<file path="src/rtl/id_stage.sv">
// Instruction-decode pipeline stage: one-entry register between fetch and execute,
// combinational RV64I field/immediate decode, and the fetch stage's next-PC source.
module id_stage #(
  parameter int PC_WIDTH = 64
) (
  input  logic                clk,
  input  logic                rst,
  input  logic                IF_valid_i,
  output logic                ID_ready_o,
  input  logic [PC_WIDTH-1:0] IF_pc_i,
  input  logic [31:0]         IF_instr_i,
  input  logic                flush_i,
  input  logic [PC_WIDTH-1:0] redirect_pc_i,
  output logic [PC_WIDTH-1:0] pc_next_o,
  output logic                ID_valid_o,
  input  logic                EX_ready_i,
  output logic [PC_WIDTH-1:0] ID_pc_o,
  output logic [31:0]         ID_instr_o,
  output logic [6:0]          ID_opcode_o,
  output logic [2:0]          ID_funct3_o,
  output logic [6:0]          ID_funct7_o,
  output logic [4:0]          ID_rd_o,
  output logic [4:0]          ID_rs1_o,
  output logic [4:0]          ID_rs2_o,
  output logic [PC_WIDTH-1:0] ID_imm_o,
  output logic                ID_rf_wen_o,
  output logic                ID_illegal_o
);

  localparam logic [31:0] NOP = 32'h0000_0013;

  localparam logic [6:0] OP_LOAD   = 7'b0000011;
  localparam logic [6:0] OP_MISC   = 7'b0001111;
  localparam logic [6:0] OP_IMM    = 7'b0010011;
  localparam logic [6:0] OP_AUIPC  = 7'b0010111;
  localparam logic [6:0] OP_IMM32  = 7'b0011011;
  localparam logic [6:0] OP_STORE  = 7'b0100011;
  localparam logic [6:0] OP_REG    = 7'b0110011;
  localparam logic [6:0] OP_LUI    = 7'b0110111;
  localparam logic [6:0] OP_REG32  = 7'b0111011;
  localparam logic [6:0] OP_BRANCH = 7'b1100011;
  localparam logic [6:0] OP_JALR   = 7'b1100111;
  localparam logic [6:0] OP_JAL    = 7'b1101111;
  localparam logic [6:0] OP_SYSTEM = 7'b1110011;

  logic                valid_r;
  logic [PC_WIDTH-1:0] pc_r;
  logic [31:0]         instr_r;
  logic                accept;

  // Handshakes: a beat moves when its valid and the receiver's ready are both
  // high at a rising edge; flush_i vetoes the upstream transfer without
  // touching ready, so the fetch side sees a ready that ignores flush.
  assign ID_ready_o = !valid_r || EX_ready_i;
  assign accept     = IF_valid_i && ID_ready_o && !flush_i;

  always_ff @(posedge clk) begin
    if (rst) begin
      valid_r <= 1'b0;
      pc_r    <= '0;
      instr_r <= NOP;
    end else if (flush_i) begin
      valid_r <= 1'b0;
    end else if (accept) begin
      valid_r <= 1'b1;
      pc_r    <= IF_pc_i;
      instr_r <= IF_instr_i;
    end else if (EX_ready_i) begin
      valid_r <= 1'b0;
    end
  end

  assign pc_next_o = flush_i ? redirect_pc_i : IF_pc_i + PC_WIDTH'(4);

  assign ID_valid_o  = valid_r;
  assign ID_pc_o     = pc_r;
  assign ID_instr_o  = instr_r;
  assign ID_opcode_o = instr_r[6:0];
  assign ID_funct3_o = instr_r[14:12];
  assign ID_funct7_o = instr_r[31:25];
  assign ID_rd_o     = instr_r[11:7];
  assign ID_rs1_o    = instr_r[19:15];
  assign ID_rs2_o    = instr_r[24:20];

  logic [6:0] opcode;
  logic       writes_reg;
  logic       known_op;

  assign opcode = instr_r[6:0];

  always_comb begin
    ID_imm_o = '0;
    case (opcode)
      OP_LOAD, OP_IMM, OP_IMM32, OP_JALR, OP_SYSTEM:
        ID_imm_o = {{(PC_WIDTH-12){instr_r[31]}}, instr_r[31:20]};
      OP_STORE:
        ID_imm_o = {{(PC_WIDTH-12){instr_r[31]}}, instr_r[31:25], instr_r[11:7]};
      OP_BRANCH:
        ID_imm_o = {{(PC_WIDTH-13){instr_r[31]}}, instr_r[31], instr_r[7],
                    instr_r[30:25], instr_r[11:8], 1'b0};
      OP_LUI, OP_AUIPC:
        ID_imm_o = {{(PC_WIDTH-32){instr_r[31]}}, instr_r[31:12], 12'b0};
      OP_JAL:
        ID_imm_o = {{(PC_WIDTH-21){instr_r[31]}}, instr_r[31], instr_r[19:12],
                    instr_r[20], instr_r[30:21], 1'b0};
      default: ID_imm_o = '0;
    endcase
  end

  always_comb begin
    writes_reg = 1'b0;
    known_op   = 1'b0;
    case (opcode)
      OP_LUI, OP_AUIPC, OP_JAL, OP_JALR, OP_LOAD, OP_IMM, OP_REG, OP_IMM32, OP_REG32: begin
        writes_reg = 1'b1;
        known_op   = 1'b1;
      end
      OP_BRANCH, OP_STORE, OP_MISC, OP_SYSTEM: known_op = 1'b1;
      default: begin
        writes_reg = 1'b0;
        known_op   = 1'b0;
      end
    endcase
  end

  // Compressed-quadrant encodings (low bits != 11) are not supported here.
  assign ID_illegal_o = (instr_r[1:0] != 2'b11) || !known_op;
  assign ID_rf_wen_o  = writes_reg && !ID_illegal_o && (instr_r[11:7] != 5'd0);

endmodule

</file>
<file path="config.mk">
export PLATFORM = sky130hd
export DESIGN_NAME = id_stage
export DESIGN_NICKNAME = d
export VERILOG_FILES = /design/src/rtl/id_stage.sv
export SDC_FILE = /design/constraint.sdc
export NUM_CORES = 1
export LEC_CHECK = 0
export ABC_AREA = 1
export BUFFER_PORTS_ARGS = -buffer_cell sky130_fd_sc_hd__buf_2
export CAP_MARGIN = 20
export CORE_AREA = 5 5 161 163
export CTS_CLUSTER_SIZE = 16
export DETAILED_ROUTE_END_ITERATION = 10
export DIE_AREA = 0 0 166 168
export PLACE_DENSITY_LB_ADDON = 0.08
export SLEW_MARGIN = 20
export SYNTH_ARGS = -nofsm -noshare
export SYNTH_HDL_FRONTEND = slang
export SYNTH_SLANG_ARGS = --single-unit
</file>
<file path="constraint.sdc">
create_clock -name clk -period 3.6 [get_ports clk]
set_input_delay 0.72 -clock clk [delete_from_list [all_inputs] [get_ports clk]]
set_output_delay 0.72 -clock clk [all_outputs]
set_load 0.01 [all_outputs]
</file>
== Word-level counts from Yosys, hierarchy flattened ==
Cells that the tools add are included.

* Bits in registers: 97
* Latch bits: 0
* Memory bits (writable): 0
* ROM bits: 0
* Input port bits: 165
* Output and inout port bits: 260
* Logic and storage cells: 43
* Memories: 0

* $add $sub $neg: 1
* Multiply operators: 0
* Divide/modulo/power cells: 0
* $lt $le $gt $ge: 0
* Eq/ne operators: 14
* Shift-type cells: 0
* Muxes and demuxes: 6
* Bitwise gates (word level): 1
* Reductions and logical operators: 18

{| class="wikitable"
|+ Operator list
! kind !! number
|-
| $pmux 64 s5 || 1
|-
| $add 64x3->64 const B || 1
|-
| $mux 64 || 1
|-
| $eq 7x6->1 const B || 4
|-
| $eq 7x7->1 const B || 4
|-
| $eq 7x5->1 const B || 3
|-
| $reduce_or 13->1 || 1
|-
| $reduce_or 9->1 || 1
|-
| $eq 7x2->1 const B || 1
|-
| $eq 7x4->1 const B || 1
|-
| $reduce_bool 5->1 || 1
|-
| $reduce_or 5->1 || 1
|-
| $logic_and 1x1->1 || 4
|-
| $logic_not 1->1 || 4
|-
| $mux 1 || 4
|-
| $reduce_or 2->1 || 2
|-
| $logic_or 1x1->1 || 2
|-
| $ne 2x2->1 const B || 1
|-
| $reduce_and 2->1 || 1
|-
| $reduce_bool 2->1 || 1
|-
| $not 1->1 || 1
|}

== Depth between registers and ports, before layout ==
* Word-level depth: 8
* Depth in mapped cells: 11
* Depth with buffers taken out: 11

== Worst setup path before layout ==
Ideal clock, no wire load.

* Path kind: reg2out
* Start point: register instr_r[1], in the netlist ID_instr_o[1]
* End point: output port ID_imm_o[32]
* Arrival: 2.721 ns
* Data required time: 2.880 ns
* Setup slack: 0.159 ns
* Stages on the path, launching flop included: 8
* Buffers on the path: 1
* Cell sequence: dfxtp_1 nand2_2 nor3_1 nand2_1 nand3_2 inv_1 a21oi_1 buf_4

* Cells in the longest elaborated chain, start to end: 3
* Elaborated cells between the ends (all ways): 13
* Classes of those cells: eq/ne (10); mux (1); reduce/logical (2)

{| class="wikitable"
|+ RTL lines
! element !! RTL line !! text
|-
| start, declared || 48 || <nowiki>logic [31:0] instr_r;</nowiki>
|-
| start signal, assigned || 67 || <nowiki>instr_r <= IF_instr_i;</nowiki>
|-
| $eq 7x7->1 (tied with other cells) || 93 || <nowiki>case (opcode)</nowiki>
|-
| $reduce_or 5->1 / $reduce_or 2->1 (equally long branches) || 93 ||
|-
| $pmux 64 s5 * || 93 ||
|-
| end, declared || 25 || <nowiki>output logic [PC_WIDTH-1:0] ID_imm_o,</nowiki>
|}

Every way passes the cells marked *; elsewhere a longest branch is shown, timed or not.

== Final worst setup path ==
* Start point: input port IF_pc_i[39]
* End point: output port pc_next_o[50]

* Cells in the longest elaborated chain, start to end: 2

{| class="wikitable"
|+ RTL lines
! element !! RTL line !! text
|-
| start, declared || 10 || <nowiki>input logic [PC_WIDTH-1:0] IF_pc_i,</nowiki>
|-
| $add 64x3->64 || 73 || <nowiki>assign pc_next_o = flush_i ? redirect_pc_i : IF_pc_i + PC_WIDTH'(4);</nowiki>
|-
| $mux 64 || 73 ||
|-
| end, declared || 14 || <nowiki>output logic [PC_WIDTH-1:0] pc_next_o,</nowiki>
|}

Every way passes these cells.

==> metrics <==
die height=168 µm; DR vias/cell=4.686; clk sinks=97; die area=27890 µm²; First-pass DRT Iterations=6; origin of the critical flop-to-flop path=ID_valid_o; Psw=1.091 mW; Fmax=0.3243 GHz; initial antenna violation count=5; final antenna-violating net count=0; ys flop type=dfxtp_1; clock tree buffer depth=2; fin nets=1696; postcts setup bufs=0; cts bufs inserted=9; Clk pin slew, worst setup/hold paths=80 ps; count of cell types in the netlist=37; maximum vdd drop=0.2128 mV; CTS tree=done; Worst-Margin Slew=1076 ps; initial drt markers=556; post-route DRC violation count=0; YS warnings=0; sequential cell area fraction in the yosys report=27.31%; RSZ-0062 raised after global routing=no; CP Data Arrival Time=2360 ps; fin crit period=3084 ps; vias in the first global route=8379; Initial Util=29.41%; synthesized cell area=7111 µm²; grt ovf=0; CP Capture Type=primary output; DP Wirelength=26360 µm; worst setup path end=pc_next_o[50]; Async SR Flop Fraction=0%; Final period util=85.66%; Cell Pwr Density=332.3 nW/µm²; Slew Viols, Final=0; # setup viols final=0; Rel. slew slack=28.24%; CP startpoint kind=input port; H-tree Lvls=3; Hold/Removal Path Class=reg2reg; IO buf count=424; Critical Path Start=IF_pc_i[39]; met1 WL=14080 µm; largest net degree at the start of global routing=113; I/O Pins=425; Layout fillers=2757; r2r endpoint=ID_pc_o[31]; Die X=166 µm; status=finished clean; FF+latch count, synth=97; Design Power=3.119 mW; Post-Synthesis Cells=1197; final hold violation count=0; power share of the clock group=33.8%; internal power=2.028 mW; Worst Hold Launch=ID_pc_o[10]; Std-Cell Core Area=24180 µm²; crit path kind=in2out; most frequent cells in the layout=buf_2, nand2_1, nor2_1; WP data required=2880 ps; CTS Hold Bufs=0; crit path max fanout=5; Avg Synthesized Cell Area=5.940 µm²; P_leak=5.147 nW; routed len/inst=17.51 µm; drt total wl=32580 µm; clock root cell=clkbuf_16; Comb power frac=27.7%; Clock Latency Late Sink=360 ps; WL met3=2618 µm; post-layout util=38.82%; Resized cells post-CTS=0; gr usage total=22.56%; setup_tns=0 ps; vias=8721; Mapped Nets=1363; number of flops mapped to enable cells by yosys=0; switching part of the total power=34.97%; highest routed layer=met5; share of post-route cells with drive strength above 1=32.90%; area delta synth->final=31.99%; num rows=57; GPL Wtd Cong=0.9249; first-pass GRT wire length=49830 µm; R2R Setup Slk=1750 ps; met2 routed WL=15180 µm; clk_skew=10.89 ps; worst r2r path cells=6; max-cap viol count=0; commonest non-fill, non-tap cell in the layout=buf_2; Seq pwr share=38.5%
-- cell usage after synthesis (15+ instances only) --
cell	number	area, µm²
clkbuf_1	32	120.1
buf_4	66	495.5
o21ai_0	114	570.6
buf_2	15	75.07
o21ai_1	15	75.07
nand2_1	320	1201
inv_1	72	270.3
a21oi_1	50	250.2
dfxtp_1	97	1942
nand2_2	18	112.6
nand3_1	59	295.3
nor2_1	234	878.3
-- worst min path at each step --
stage	to	slack [ps]	cells past startpoint
2_1_floorplan	ID_instr_o[26]	510	2
3_3_place_gp	ID_pc_o[7]	490	2
3_5_place_dp	ID_pc_o[15]	500	2
4_1_cts	ID_pc_o[9]	520	2
5_1_grt	ID_valid_o	520	2
6_report	ID_pc_o[10]	520	2
-- flip-flops by register name, summed over array words and instances (netlist names) --
| register | cells |
|---|---|
| ID_pc_o | 64 |
| ID_instr_o | 32 |
| ID_valid_o | 1 |
-- per-layer routing --
layer / track usage [%] / up-vias
met5: 0 / -
met4: 5.775 / 6
met3: 5.416 / 37
met2: 38.26 / 361
met1: 28.94 / 3880
li1: - / 4437
-- cells by family (layout without fill, tap and decap cells) --
group / Yosys count / in the layout / synth area share (%)
adders and majority gates: 1 / 1 / 0.1759
AOI/OAI and AO/OA: 211 / 211 / 15.82
buffers and inverters: 190 / 528 / 13.78
DFF: 97 / 97 / 27.31
and+or+nand+nor: 676 / 676 / 40.21
xor gates and xnor gates: 22 / 22 / 2.710
other: 0 / 2 / 0
-- power groups by stage --
stage | Combinational (mW) | Clock, mW | Sequential (mW)
finish | 0.865 | 1.05 | 1.20
global route | 0.963 | 1.13 | 1.21
CTS | 0.878 | 1.10 | 1.20
detailed placement | 0.875 | 0 | 1.23
global placement | 0.875 | 0 | 1.22
floorplan | 0.455 | 0 | 1.25
-- critical path: stages --
cell	delay, ps
buf_2	190
nand2_1	100
nor2_1	220
nand2_1	170
nor2_1	290
nand3_1	200
nand2_1	100
nand3_1	130
nand2_1	110
buf_2	130
-- cell type report --
cell class / count / area [µm²] / share of cell area [%]
inverter: 77 / 289.0 / 3.080
clock buffer: 9 / 225.2 / 2.400
timing repair buffer: 435 / 2242 / 23.89
multi-input combinational: 910 / 4189 / 44.63
sequential: 97 / 1942 / 20.69
tap: 324 / 405.4 / 4.319
clock inverter: 7 / 87.58 / 0.9332
antenna: 2 / 5.005 / 0.05333
-- stage by stage --
stage / setup slack [ps] / hold WS, ps / cells / area, µm²
after detailed placement: 559.8 / 495.6 / 1843 / 9067
after global placement: 545.7 / 490.3 / 1843 / 9067
after CTS: 511.2 / 518.5 / 1859 / 9380
after global routing: 283.3 / 523.1 / 1861 / 9385
final: 516.3 / 515.0 / 1861 / 9385
after floorplan: 158.9 / 513.0 / 1197 / 7111
Note: power is estimated with default switching activity, not from simulation.
